## src/rtl/pwr_seq_pkg.sv

```systemverilog
// Shared types, defaults and helpers for the PD_GATED power-sequencing controller.
package pwr_seq_pkg;

  typedef enum logic [2:0] {
    S_ON      = 3'd0,
    S_ISO     = 3'd1,
    S_SAVE    = 3'd2,
    S_PWR_DN  = 3'd3,
    S_OFF     = 3'd4,
    S_PWR_UP  = 3'd5,
    S_RESTORE = 3'd6,
    S_UNISO   = 3'd7
  } pwr_state_e;

  localparam int DEF_ISO_DLY      = 2;
  localparam int DEF_SAVE_CYC     = 1;
  localparam int DEF_RAMP_TIMEOUT = 8;

  typedef struct packed {
    logic iso_enable;
    logic pwr_en;
    logic save;
    logic restore;
    logic dom_rst_n;
    logic ready;
  } pwr_out_t;

  function automatic int cnt_width(input int a, input int b, input int c);
    int m;
    m = (a > b) ? a : b;
    m = (m > c) ? m : c;
    return ($clog2(m + 1) < 1) ? 1 : $clog2(m + 1);
  endfunction

  // Isolation stays on everywhere the domain is unpowered or held in reset.
  function automatic pwr_out_t decode_outputs(input pwr_state_e s);
    pwr_out_t o;
    o = '0;
    case (s)
      S_ON:      begin o.pwr_en = 1'b1; o.dom_rst_n = 1'b1; o.ready = 1'b1; end
      S_ISO:     begin o.iso_enable = 1'b1; o.pwr_en = 1'b1; o.dom_rst_n = 1'b1; end
      S_SAVE:    begin o.iso_enable = 1'b1; o.pwr_en = 1'b1; o.dom_rst_n = 1'b1; o.save = 1'b1; end
      S_PWR_DN:  begin o.iso_enable = 1'b1; end
      S_OFF:     begin o.iso_enable = 1'b1; end
      S_PWR_UP:  begin o.iso_enable = 1'b1; o.pwr_en = 1'b1; end
      S_RESTORE: begin o.iso_enable = 1'b1; o.pwr_en = 1'b1; o.dom_rst_n = 1'b1; o.restore = 1'b1; end
      S_UNISO:   begin o.iso_enable = 1'b1; o.pwr_en = 1'b1; o.dom_rst_n = 1'b1; end
      default:   begin o.pwr_en = 1'b1; o.dom_rst_n = 1'b1; o.ready = 1'b1; end
    endcase
    return o;
  endfunction

endpackage

```

## src/rtl/pwr_seq_timer.sv

```systemverilog
// Loadable down-counter shared by the isolation, retention and ramp waits.
module pwr_seq_timer #(
  parameter int W = 4
) (
  input  logic         clk,
  input  logic         rst,
  input  logic         load,
  input  logic [W-1:0] load_val,
  output logic         expired
);

  logic [W-1:0] count;

  // Holds at zero once expired so a stalled state keeps seeing expiry.
  always_ff @(posedge clk) begin
    if (rst) begin
      count <= '0;
    end else if (load) begin
      count <= load_val;
    end else if (count != '0) begin
      count <= count - 1'b1;
    end
  end

  assign expired = (count == '0);

endmodule

```

## src/rtl/pwr_seq_ctrl.sv

```systemverilog
// Power-down/power-up sequencer for PD_GATED: isolation, retention, switch and domain reset.
module pwr_seq_ctrl
  import pwr_seq_pkg::*;
#(
  parameter int ISO_DLY      = DEF_ISO_DLY,
  parameter int SAVE_CYC     = DEF_SAVE_CYC,
  parameter int RAMP_TIMEOUT = DEF_RAMP_TIMEOUT
) (
  input  logic       clk,
  input  logic       rst,
  input  logic       sleep_req,
  input  logic       wake_req,
  input  logic       pwr_ack,
  input  logic       err_clr,
  output logic       iso_enable,
  output logic       pwr_en,
  output logic       save,
  output logic       restore,
  output logic       dom_rst_n,
  output logic [2:0] state,
  output logic       ready,
  output logic       err
);

  localparam int CW = cnt_width(ISO_DLY, SAVE_CYC, RAMP_TIMEOUT);
  // The timer is loaded with N-1 so that a state lasts exactly N cycles.
  localparam logic [CW-1:0] ISO_LOAD  = CW'(ISO_DLY - 1);
  localparam logic [CW-1:0] SAVE_LOAD = CW'(SAVE_CYC - 1);
  localparam logic [CW-1:0] RAMP_LOAD = CW'(RAMP_TIMEOUT - 1);

  pwr_state_e      cur_state;
  pwr_state_e      next_state;
  pwr_out_t        outs;
  logic            timeout;
  logic            load;
  logic [CW-1:0]   load_val;
  logic            expired;

  pwr_seq_timer #(.W(CW)) u_timer (
    .clk      (clk),
    .rst      (rst),
    .load     (load),
    .load_val (load_val),
    .expired  (expired)
  );

  always_comb begin
    next_state = cur_state;
    timeout    = 1'b0;
    case (cur_state)
      S_ON:      if (sleep_req) next_state = S_ISO;
      S_ISO:     if (expired) next_state = S_SAVE;
      S_SAVE:    if (expired) next_state = S_PWR_DN;
      S_PWR_DN: begin
        if (!pwr_ack) begin
          next_state = S_OFF;
        end else if (expired) begin
          next_state = S_OFF;
          timeout    = 1'b1;
        end
      end
      S_OFF:     if (wake_req) next_state = S_PWR_UP;
      S_PWR_UP: begin
        if (pwr_ack) begin
          next_state = S_RESTORE;
        end else if (expired) begin
          next_state = S_OFF;
          timeout    = 1'b1;
        end
      end
      S_RESTORE: if (expired) next_state = S_UNISO;
      S_UNISO:   if (expired) next_state = S_ON;
      default:   next_state = S_ON;
    endcase
  end

  always_comb begin
    load     = (next_state != cur_state);
    load_val = '0;
    case (next_state)
      S_ISO, S_UNISO:     load_val = ISO_LOAD;
      S_SAVE, S_RESTORE:  load_val = SAVE_LOAD;
      S_PWR_DN, S_PWR_UP: load_val = RAMP_LOAD;
      default:            load_val = '0;
    endcase
  end

  // Outputs are decoded from the next state so they register alongside it.
  always_ff @(posedge clk) begin
    if (rst) begin
      cur_state <= S_ON;
      outs      <= decode_outputs(S_ON);
      err       <= 1'b0;
    end else begin
      cur_state <= next_state;
      outs      <= decode_outputs(next_state);
      if (timeout) begin
        err <= 1'b1;
      end else if (err_clr) begin
        err <= 1'b0;
      end
    end
  end

  assign iso_enable = outs.iso_enable;
  assign pwr_en     = outs.pwr_en;
  assign save       = outs.save;
  assign restore    = outs.restore;
  assign dom_rst_n  = outs.dom_rst_n;
  assign ready      = outs.ready;
  assign state      = cur_state;

endmodule

```

## config.mk

```make
export PLATFORM = sky130hd
export DESIGN_NAME = pwr_seq_ctrl
export DESIGN_NICKNAME = d
export VERILOG_FILES = /design/src/rtl/pwr_seq_pkg.sv /design/src/rtl/pwr_seq_timer.sv /design/src/rtl/pwr_seq_ctrl.sv
export SDC_FILE = /design/constraint.sdc
export NUM_CORES = 1
export LEC_CHECK = 0
export ABC_AREA = 1
export BUFFER_PORTS_ARGS = -buffer_cell sky130_fd_sc_hd__buf_2
export CAP_MARGIN = 0
export CORE_MARGIN = 3
export CORE_UTILIZATION = 52
export DETAILED_ROUTE_END_ITERATION = 8
export PLACE_DENSITY = 0.84
export SLEW_MARGIN = 20
export SYNTH_ARGS = -nofsm -noshare
export SYNTH_HDL_FRONTEND = slang
export SYNTH_SLANG_ARGS = --single-unit
```

## constraint.sdc

```tcl
create_clock -name clk -period 2.15 [get_ports clk]
set_input_delay 0.43 -clock clk [delete_from_list [all_inputs] [get_ports clk]]
set_output_delay 0.43 -clock clk [all_outputs]
set_load 0.1 [all_outputs]
```

Word level (Yosys, flattened, before mapping)
Cells that the tools add are included. Widths: inputs -> output; s select.

Output and inout port bits: 10. Memory bits (read-only): 0. Memories: 0. Memory bits (writable): 0. Input bits: 6. Register bits: 14. Latch bits: 0. Word-level logic and storage cells: 61.

Bitwise gates (word level): 0. Equality and inequality tests: 15. Order comparisons: 0. Shift operators: 0. Mux-type cells: 25. $add $sub $neg: 1. Reductions and logical operators: 11. Multipliers: 0. Divide/modulo/power cells: 0.

Operators by type and width (count): $mux 3 (9); $eq 3x3->1 const B (8); $pmux 3 s8 (1); $eq 3x2->1 const B (4); $mux 1 (11); $mux 4 (2); $reduce_or 7->1 (1); $eq 3x1->1 const B (2); $logic_not 3->1 (2); $pmux 3 s2 (1); $reduce_or 6->1 (1); $reduce_or 5->1 (1); $logic_not 4->1 (1); $reduce_bool 2->1 (2); $reduce_bool 4->1 (1); $reduce_or 2->1 (2); $sub 4x1->4 const B (1); $ne 3x3->1 (1); $pmux 1 s2 (1).

Depth between registers and ports, before layout
Gate-level depths: netlist of the first run.

Depth after elaboration: 8. Mapped depth: 13. Mapped depth without buffers: 13.

Cells and area by module
Synthesis of the first run repeated with hierarchy kept, for this count alone.

Cells, all modules: 122. Area, all modules: 850.8 um^2.

By module, submodules not included: pwr_seq_ctrl (seq. area each 200.2 um^2, area an instance 603.1 um^2, instances 1, cells an instance 82); pwr_seq_timer (seq. area each 80.1 um^2, area an instance 247.7 um^2, instances 1, cells an instance 40).

Worst setup path after synthesis of the first run
Ideal clock, no wire load.

Path kind: reg2reg. From: register cur_state[2], in the netlist state[2]. To: register u_timer.count[1]. Arrival time: 2.083 ns. Required time: 2.039 ns. Path buffers: 0. Clock period less this slack: 2.195 ns. Setup slack: -0.045 ns. Cell stages (with the launch flop): 12. Cell sequence: dfxtp_1 > inv_1 > o21ai_0 > nand2_1 > nor2_2 > nand2_4 > nand2_4 > nand2_4 > nand2_4 > nor2_1 > nor2_1 > nor2_1.

Longest elaborated chain between the ends: 7. Elaborated cells on any way between the ends: 28. Those cells by class: 12 x eq/ne; 12 x mux; 4 x reduce/logical.

Ends and longest elaborated chain: start, declared (line pwr_seq_ctrl.sv:31) `pwr_state_e cur_state;`; start signal, assigned (line pwr_seq_ctrl.sv:95) `cur_state <= next_state;`; $mux 3 (line pwr_seq_ctrl.sv:57, pwr_seq_ctrl.sv:66); $mux 3, on equally long branches (line pwr_seq_ctrl.sv:64, pwr_seq_ctrl.sv:55); $pmux 3 s8 (line pwr_seq_ctrl.sv:50) `case (cur_state)`; $eq 3x3->1, or another cell as far along (line pwr_seq_ctrl.sv:80) `case (next_state)`; $reduce_or 2->1 (line pwr_seq_ctrl.sv:80); $pmux 3 s2 (line pwr_seq_ctrl.sv:80); $mux 4 (line pwr_seq_timer.sv:18) `end else if (load) begin`; end signal, assigned (line pwr_seq_timer.sv:19) `count <= load_val;`; end signal, assigned (line pwr_seq_timer.sv:21) `count <= count - 1'b1;`; end, declared (line pwr_seq_timer.sv:12) `logic [W-1:0] count;`.

Parallel ways exist; a longest one is shown, timed or not. A chain may end at the register's enable or synchronous reset.

Worst setup path after layout of the first run
From: register u_timer.count[0]. To: register u_timer.count[1].

Longest elaborated chain between the ends: 8. Elaborated cells on any way between the ends: 22. Those cells by class: 1 x add/sub; 5 x eq/ne; 11 x mux; 5 x reduce/logical.

Ends and longest elaborated chain: $logic_not 4->1 (line pwr_seq_timer.sv:25) `assign expired = (count == '0);`; $mux 3 (line pwr_seq_ctrl.sv:57, pwr_seq_ctrl.sv:66); $mux 3, on equally long branches (line pwr_seq_ctrl.sv:64, pwr_seq_ctrl.sv:55); $pmux 3 s8 (line pwr_seq_ctrl.sv:50); $eq 3x3->1, or another cell as far along (line pwr_seq_ctrl.sv:80); $reduce_or 2->1 (line pwr_seq_ctrl.sv:80); $pmux 3 s2 (line pwr_seq_ctrl.sv:80); $mux 4 (line pwr_seq_timer.sv:18).

Parallel ways exist; a longest one is shown, timed or not. The select of a mux whose other input is x is not followed.

==> flow_metrics.env, run 1 <==
export IMPL_status="finished clean"
export IMPL_ios=16
export IMPL_gr_total_overflow=0
export IMPL_hold_depth=4
export IMPL_critPathLaunchType="register"
export IMPL_dp_cells=145
export IMPL_yosys_warnings=0
export IMPL_drt_wl_total_um=1680
export IMPL_finClkSkew_ns=0.00939
export IMPL_clock_sinks=14
export IMPL_grt_use_total_pct=18.3
export IMPL_clk_insertion_delay_late_ns=0.28
export IMPL_p_leak_uw=0.000462
export IMPL_coreArea_um2=1380
export IMPL_yosysTopAreaCellShare_pct=34.2
export IMPL_drtIter0Drc=12
export IMPL_tns_ns=0
export IMPL_grt_pass1_wl_um=2680
export IMPL_first_pass_iters=4
export IMPL_dieArea_um2=2090
export IMPL_numCtsBuffers=3
export IMPL_cts_buffer_depth=2
export IMPL_drv_cap=0
export IMPL_relSlewSlack_pct=62.9
export IMPL_antenna_found_initial=0
export IMPL_drc_errors=0
export IMPL_yosys_area_share_simple_pct=42.1
export IMPL_synthMuxAreaShare_pct=0
export IMPL_wl_per_cell_um=11.3
export IMPL_syn_area_um2=820
export IMPL_final_cell_mix="22 x nand2_1, 17 x nor2_1, 15 x buf_2, 13 x inv_1, 12 x dfxtp_1"
export IMPL_multi_input_area_um2=468
export IMPL_diodes=0
export IMPL_postCtsHoldBufs=0
export IMPL_fin_nets=142
export IMPL_die_width_um=45.7
export IMPL_avgSynthCellArea_um2=7.00
export IMPL_hold_class="primary input to register"
export IMPL_crit_fanout=6
export IMPL_yosysSeqAreaShare_pct=34.2
export IMPL_period_share_pct=86.5
export IMPL_timing_final_max_slew_violations=0
export IMPL_synthTopCellsByArea="dfxtp_1 34%, nand2_1 10%, nor2_1 7.8%, nand2_4 6.9%, inv_1 6.0%"
export IMPL_hold_viol=0
export IMPL_synth_fa_ha_area_share_pct=1.53
export IMPL_die_h_um=45.7
export IMPL_place_congestion=0.907
export IMPL_synthCells=117
export IMPL_initial_utilization_pct=59.3
export IMPL_final_common_cell="nand2_1"
export IMPL_power_density_nw_per_um2=1240
export IMPL_grt_pass1_vias=676
export IMPL_vdd_drop_max_mv=0.732
export IMPL_yosys_area_top_type="dfxtp_1"
export IMPL_num_vias=767
export IMPL_cts_setup_buffers=0
export IMPL_layout_cells_non_filler=149
export IMPL_synth_top_family_by_area="simple AND/OR/NAND/NOR gates"
export IMPL_cts_resized=0
export IMPL_cts_htree_levels=1
export IMPL_reg2regPathDepth=13
export IMPL_critPathRequiredTime_ns=2.33
export IMPL_dp_hpwl_um=1320
export IMPL_drtAntennaViolNets=0
export IMPL_port_buffers=15
export IMPL_arrival_ns=2.04
export IMPL_area_growth_pct=14.4
export IMPL_grt_max_degree=12
export IMPL_final_min_clock_period_ns=1.86
export IMPL_seqCellArea_um2=283
export IMPL_syn_nets=124
export IMPL_synth_seq_cells=14
export IMPL_nFillCells=132
export IMPL_cts_tree="yes"
export IMPL_via_per_inst=5.15
export IMPL_rsz0062_at_grt="false"
export IMPL_crit_type="register to register"
export IMPL_cts_root_buffer="clkbuf_4"
export IMPL_finalSetupViolCount=0
export IMPL_ys_types=26
export IMPL_drive_gt1_share_pct=28.4
export IMPL_cts_clk_slew_worst_paths_ns=0.09
export IMPL_end_kind="register"
export IMPL_synth_compound_area_share_pct=10.2
export IMPL_fmax_ghz=0.538
export IMPL_num_rows=13
export IMPL_worstMarginPinSlew_ns=0.549
export IMPL_synthXorXnorAreaFrac_pct=3.21
synthesized netlist by cell type (all sizes together):
master,instances
buf,1
nor4,1
nand4,1
dfxtp,14
o21a,1
nand3,8
inv,15
o311ai,1
nand2,30
xor2,2
nor3,3
o21ai,8
o211ai,1
a21oi,4
nor2,22
ha,1
clkbuf,1
and2,1
xnor2,1
nand3b,1
final timing paths:
| kind | startpoint | to | slack [ns] |
|---|---|---|---|
| min reg2reg | err | err | 0.46 |
| min | err_clr | err | 0.38 |
| max reg2reg | u_timer.count[0] | u_timer.count[1] | 0.29 |
| max | u_timer.count[0] | u_timer.count[1] | 0.29 |
critical path: stages (launching register included):
cell	delay [ns]
dfxtp_1	0.31
inv_1	0.09
ha_1	0.25
nand2_1	0.09
nor2_2	0.25
nor2_2	0.08
nor2_2	0.17
nand2_4	0.08
nand2_4	0.10
nand2_4	0.07
nand2_4	0.09
nor2_1	0.04
nor2_1	0.10
nor2_1	0.04
metal layers:
layer  track usage (%)  wire length, um
met1              21.4              753
met5                 0                0
met2              27.3              784
met3              6.72               91
met4              12.5               51
report_power, final:
part,switching [uW],total [uW],internal [uW],leakage [uW]
logic,451,629,178,0.000326
clock network,84.8,188,103,0.0000210
registers,37.9,347,309,0.000116
total,574,1160,590,0.000462
area by class of cell:
| cell class | instances | area share [%] |
|---|---|---|
| Sequential cell | 14 | 30.2 |
| Multi-Input combinational cell | 86 | 49.9 |
| Inverter | 15 | 6.01 |
| Tap cell | 15 | 2.00 |
| Clock buffer | 4 | 3.87 |
| Timing Repair Buffer | 15 | 8.01 |
sequential cells by signal (all words and copies together) (netlist names):
| register | cells |
|---|---|
| save | 1 |
| iso_enable | 1 |
| restore | 1 |
| pwr_en | 1 |
| u_timer.count | 4 |
| state | 3 |
| ready | 1 |
| dom_rst_n | 1 |
| err | 1 |
cells by family after synthesis:
| logic type | after synthesis |
|---|---|
| xor+xnor | 3 |
| buf+inv | 17 |
| fa+ha+maj | 1 |
| simple gates | 67 |
| compound gates | 15 |
| flops | 14 |
through the flow:
step / area, um^2 / setup WS, ns / util, % / hold slack [ns] / power (uW)
floorplan: 822 / 0.0605 / - / 0.566 / 879
global placement: 901 / 0.413 / 65.2 / 0.452 / 963
global route: 937 / 0.129 / 67.8 / 0.414 / 1250
CTS: 937 / 0.286 / 67.8 / 0.390 / 1160
detailed placement: 901 / 0.301 / 65.2 / 0.457 / 976
finish: 937 / 0.290 / 67.8 / 0.384 / 1160
No activity file was read; power rests on OpenSTA's default activity.
==> run 2: changes to the inputs <==
PLACE_DENSITY = 0.81   (was 0.84)
==> run 2 against run 1 <==
Against the previous run: register-to-register slack better by 0.07 ns; cell count stayed put; total power is 1.5% lower; non-clock buffer count stayed put; routed wire length is 4.5% lower; core utilization stayed put; cell area stayed put; largest power group unchanged; global-route usage is 0.42 points higher; clock-buffer cell count stayed put; critical endpoint unchanged.
==> flow_metrics.env, run 2 (synthesis gave the netlist of run 1 again) <==
export IMPL_timing_final_max_slew_violations=0
export IMPL_first_pass_iters=4
export IMPL_power_density_nw_per_um2=1220
export IMPL_drt_wl_total_um=1610
export IMPL_drtAntennaViolNets=0
export IMPL_final_cell_mix="22 x nand2_1, 17 x nor2_1, 15 x buf_2, 13 x inv_1, 12 x dfxtp_1"
export IMPL_cts_setup_buffers=0
export IMPL_dieArea_um2=2090
export IMPL_arrival_ns=1.96
export IMPL_power_share_clock_pct=15.8
export IMPL_worstMarginPinSlew_ns=0.504
export IMPL_hold_class="primary input to register"
export IMPL_internal_power_uw=589
export IMPL_cts_root_buffer="clkbuf_4"
export IMPL_grt_pass1_wl_um=2860
export IMPL_grt_busiest_layer="met2"
export IMPL_cts_resized=0
export IMPL_vdd_drop_max_mv=0.690
export IMPL_cts_htree_levels=1
export IMPL_status="finished clean"
export IMPL_clk_insertion_delay_late_ns=0.27
export IMPL_finalSetupViolCount=0
export IMPL_p_sw_share_pct=48.6
export IMPL_holdWs_ns=0.403
export IMPL_met1_usage_pct=22.7
export IMPL_drv_cap=0
export IMPL_pwr_share_seq_pct=30.2
export IMPL_fmax_ghz=0.560
export IMPL_cts_clk_slew_worst_paths_ns=0.08
export IMPL_gr_total_overflow=0
export IMPL_seqCellArea_um2=283
export IMPL_diodes=0
export IMPL_cts_buffer_depth=2
export IMPL_wl_per_cell_um=10.8
export IMPL_grt_max_degree=12
export IMPL_final_common_cell="nand2_1"
export IMPL_multi_input_area_um2=468
export IMPL_period_share_pct=83.1
export IMPL_ios=16
export IMPL_use_met3_pct=6.32
export IMPL_tns_ns=0
export IMPL_crit_fanout=6
export IMPL_grt_util_met2_pct=30.6
export IMPL_combinationalPowerShare_pct=54.0
export IMPL_regMostFlops="u_timer.count"
export IMPL_cts_tree="yes"
export IMPL_relSlewSlack_pct=66.0
export IMPL_num_rows=13
export IMPL_antenna_found_initial=0
export IMPL_clock_sinks=14
export IMPL_port_buffers=15
export IMPL_hold_viol=0
export IMPL_place_congestion=0.896
export IMPL_crit_type="register to register"
export IMPL_initial_utilization_pct=59.3
export IMPL_grt_pass1_vias=691
export IMPL_nFillCells=123
export IMPL_dp_hpwl_um=1310
export IMPL_drc_errors=0
export IMPL_fin_nets=142
export IMPL_die_h_um=45.7
export IMPL_postCtsHoldBufs=0
export IMPL_grt_use_total_pct=18.7
export IMPL_area_growth_pct=14.4
export IMPL_final_min_clock_period_ns=1.79
export IMPL_die_width_um=45.7
export IMPL_critPathLaunchType="register"
export IMPL_p_leak_uw=0.000462
export IMPL_num_vias=753
export IMPL_numCtsBuffers=3
export IMPL_via_per_inst=5.05
export IMPL_p_total_uw=1150
export IMPL_largest_reg_flops=4
export IMPL_coreArea_um2=1380
export IMPL_switchingPower_uw=557
export IMPL_drtIter0Drc=18
export IMPL_rsz0062_at_grt="false"
export IMPL_critPathRequiredTime_ns=2.32
export IMPL_end_kind="register"
export IMPL_finClkSkew_ns=0.00201
export IMPL_drive_gt1_share_pct=28.4
==> run 2: cell counts in the layout (fill, tap and decap cells not counted) <==
No cell type changed its count.
==> run 2: metrics by stage <==
| step | worst slack [ns] | instances | cell area (um^2) | util, % |
|---|---|---|---|---|
| 2_1_floorplan | 0.0605 | 117 | 822 | - |
| 3_3_place_gp | 0.437 | 145 | 901 | 65.2 |
| 3_5_place_dp | 0.350 | 145 | 901 | 65.2 |
| 4_1_cts | 0.347 | 149 | 937 | 67.8 |
| 5_1_grt | 0.191 | 149 | 937 | 67.8 |
| 6_report | 0.363 | 149 | 937 | 67.8 |
==> run 2: worst paths after layout <==
path / cells past startpoint / endpoint / slack [ns] / from
worst max-delay path: 13 / u_timer.count[1] / 0.36 / u_timer.count[0]
worst min-delay path: 4 / err / 0.40 / err_clr
worst max register to register: 13 / u_timer.count[1] / 0.36 / u_timer.count[0]
worst min register to register: 2 / err / 0.48 / err
==> run 2: metal layers <==
metal | wire length (um) | vias up
li1 | - | 405
met1 | 700 | 329
met2 | 815 | 19
met3 | 89 | 0
met4 | 0 | 0
met5 | 0 | -
==> run 2: power groups by stage <==
stage                     combinational (uW)  clock, uW  sequential (uW)
after floorplan                          395          0              484
after global routing                     691        199              352
after detailed placement                 623          0              353
after global placement                   605          0              351
final                                    619        182              346
after CTS                                623        188              347
==> run 2: area by class of cell <==
type,instances,area share (%)
multi-input cells,86,49.9
flip-flops and latches,14,30.2
repair buffers,15,8.01
inverters,15,6.01
clock buffers,4,3.87
well taps,15,2.00
==> run 2: worst max-delay path: stages (launching register included) <==
cell	delay [ns]
dfxtp_1	0.30
inv_1	0.10
ha_1	0.24
nand2_1	0.09
nor2_2	0.23
nor2_2	0.07
nor2_2	0.15
nand2_4	0.08
nand2_4	0.10
nand2_4	0.07
nand2_4	0.09
nor2_1	0.04
nor2_1	0.10
nor2_1	0.04
==> run 3: changes to the inputs <==
ABC_AREA = 0   (was 1)
CORE_UTILIZATION = 48   (was 52)
PLACE_DENSITY = 0.78   (was 0.81)
clock period = 1.5 ns   (was 2.15 ns; I/O delays follow)
==> run 3 against run 2 <==
Against the previous run: the run now ends with setup timing left; cell area up 45%; flip-flop and latch count is the same; clock-buffer cell count stayed put; register-to-register slack got worse by 0.72 ns; non-clock buffer count rose by 30; first-iteration DRC count grew to 5.0 times the previous value.
==> flow_metrics.env, run 3 <==
export IMPL_status="finished, violations left"
export IMPL_violations="setup timing"
export IMPL_synth_seq_cells=14
export IMPL_drt_wl_total_um=3710
export IMPL_async_reset_ff_share_pct=0
export IMPL_cts_clk_slew_worst_paths_ns=0.10
export IMPL_grt_use_total_pct=30.2
export IMPL_fmax_ghz=0.538
export IMPL_cts_buffer_depth=2
export IMPL_yosysSeqAreaShare_pct=33.0
export IMPL_utilization_pct=86.3
export IMPL_grt_pass1_wl_um=4630
export IMPL_antenna_found_initial=0
export IMPL_final_min_clock_period_ns=1.86
export IMPL_yosys_warnings=0
export IMPL_worstHoldStart="err_clr"
export IMPL_synth_edf_count=0
export IMPL_worstReg2RegStart="u_timer.count[1]"
export IMPL_rsz0062_at_grt="true"
export IMPL_diodes=0
export IMPL_num_rows=14
export IMPL_ios=16
export IMPL_drtIter0Drc=90
export IMPL_gr_total_overflow=0
export IMPL_dp_cells=141
export IMPL_worst_slack_ns=-0.358
export IMPL_numCtsBuffers=3
export IMPL_drc_errors=0
export IMPL_finalSetupViolCount=13
export IMPL_synthTopCellsByArea="dfxtp_1 33%, a2111oi_4 3.2%, inv_1 3.1%, a311oi_1 3.1%, and2_1 2.9%"
export IMPL_final_common_cell="buf_4"
export IMPL_worstMarginPinSlew_ns=0.535
export IMPL_yosysTopAreaCellShare_pct=33.0
export IMPL_fin_nets=146
export IMPL_final_cell_mix="25 x buf_4, 12 x buf_2, 9 x dfxtp_1, 6 x buf_6"
export IMPL_relSlewSlack_pct=64.6
export IMPL_drv_cap=0
export IMPL_period_share_pct=124
export IMPL_arrival_ns=2.06
export IMPL_cp_cell_sequence="inv_2 -> ha_4 -> or3b_4 -> buf_4 -> buf_6 -> nand2_1 -> a32oi_1 -> a311oi_2"
export IMPL_cts_tree="yes"
export IMPL_reg2regPathDepth=8
export IMPL_via_per_inst=6.85
export IMPL_ys_top_cells_by_count="14 x dfxtp_1, 7 x inv_1"
export IMPL_grt_max_degree=12
export IMPL_yosys_area_top_type="dfxtp_1"
export IMPL_synthCells=95
export IMPL_largest_reg_flops=4
export IMPL_port_buffers=15
export IMPL_grt_pass1_vias=954
export IMPL_hold_depth=4
export IMPL_slowest_stage="or3b_4"
export IMPL_drtAntennaViolNets=0
export IMPL_die_width_um=48.1
export IMPL_dp_hpwl_um=1650
export IMPL_num_vias=1055
export IMPL_yosysMostFrequentCell="dfxtp_1"
export IMPL_critPathRequiredTime_ns=1.70
export IMPL_timing_final_max_slew_violations=0
export IMPL_hold_viol=0
export IMPL_clock_sinks=14
export IMPL_hold_class="primary input to register"
export IMPL_wl_per_cell_um=24.1
export IMPL_finClkSkew_ns=0.00570
export IMPL_syn_area_um2=850
export IMPL_place_congestion=0.914
export IMPL_cts_root_buffer="clkbuf_4"
export IMPL_regMostFlops="u_timer.count"
export IMPL_ys_types=40
export IMPL_crit_fanout=4
export IMPL_avgSynthCellArea_um2=8.94
export IMPL_drive_gt1_share_pct=58.7
export IMPL_r2r_end="u_timer.count[1]"
export IMPL_first_pass_iters=4
export IMPL_critPathLaunchType="register"
export IMPL_dieArea_um2=2310
export IMPL_cpPeakStageDelay_ns=0.43
export IMPL_initial_utilization_pct=53.9
export IMPL_clk_insertion_delay_late_ns=0.30
export IMPL_coreArea_um2=1580
export IMPL_worst_r2r_setup_slack_ns=-0.36
export IMPL_die_h_um=48.1
export IMPL_end_kind="register"
export IMPL_syn_nets=102
export IMPL_layout_cells_non_filler=154
export IMPL_synth_ff_type="dfxtp_1"
export IMPL_area_growth_pct=60.2
export IMPL_crit_type="register to register"
export IMPL_cts_htree_levels=1
export IMPL_worstHoldEndpoint="err"
run 3: cells by family (layout without fill, tap and decap cells):
kind of cell,after synthesis,in the layout,synth area share (%)
compound gates,31,31,32.7
fa+ha+maj,1,1,1.47
buf+inv,14,57,7.07
flops,14,14,33.0
mux,1,1,1.33
simple gates,34,34,24.4
run 3: how the worst max path moves through the flow:
stage / slack [ns] / cells past startpoint / from / endpoint
floorplan: -0.25 / 7 / u_timer.count[1] / u_timer.count[2]
CTS: -0.24 / 6 / u_timer.count[0] / u_timer.count[2]
global route: -0.38 / 7 / u_timer.count[1] / restore
finish: -0.36 / 8 / u_timer.count[1] / u_timer.count[1]
detailed placement: -0.32 / 6 / u_timer.count[1] / u_timer.count[2]
global placement: -0.27 / 6 / u_timer.count[1] / u_timer.count[2]
run 3: worst max-delay path: cells and delay by family, from the launching register on:
| family | cells | cell delay, ns |
|---|---|---|
| flip-flops | 1 | 0.35 |
| adder cells (fa/ha/maj) | 1 | 0.15 |
| AO/OA/AOI/OAI | 2 | 0.39 |
| AND/OR/NAND/NOR | 2 | 0.51 |
| buffers and inverters | 3 | 0.36 |
run 3: area by class of cell:
| type | instances | area, um^2 |
|---|---|---|
| fillers | 73 | 215 |
| well taps | 16 | 20.0 |
| repair buffers | 45 | 343 |
| multi-input cells | 67 | 648 |
| clock buffers | 4 | 26.3 |
| inverters | 8 | 30.0 |
| flip-flops and latches | 14 | 294 |
run 3: metrics by stage:
stage	cell area, um^2	worst slack (ns)	hold slack, ns	TNS [ns]
2_1_floorplan	875	-0.246	0.472	-1.17
3_3_place_gp	1100	-0.266	0.572	-2.22
3_5_place_dp	1100	-0.317	0.585	-2.81
4_1_cts	1290	-0.240	0.307	-1.63
5_1_grt	1360	-0.376	0.300	-3.26
6_report	1360	-0.358	0.286	-2.68
run 3: timing repair:
item / CTS / global route
setup buffers: 6 / 3
resized for setup: 27 / 9
setup endpoints to repair: 14 / 14
pin swaps: 19 / 8
hold endpoints to repair: 0 / 0
hold buffers: 0 / 0
run 3: routing by layer:
metal / vias to the layer above / track usage (%) / share of wire [%]
met3: 33 / 4.14 / 9.3
met5: - / 0 / 0
li1: 443 / - / -
met4: 0 / 16.7 / 8.8
met2: 84 / 54.6 / 46
met1: 495 / 33.4 / 36
Power of run 3 is left out: the tool's default activity adds up to more than one toggle a clock period on the data nets, which glitch-free logic cannot reach.
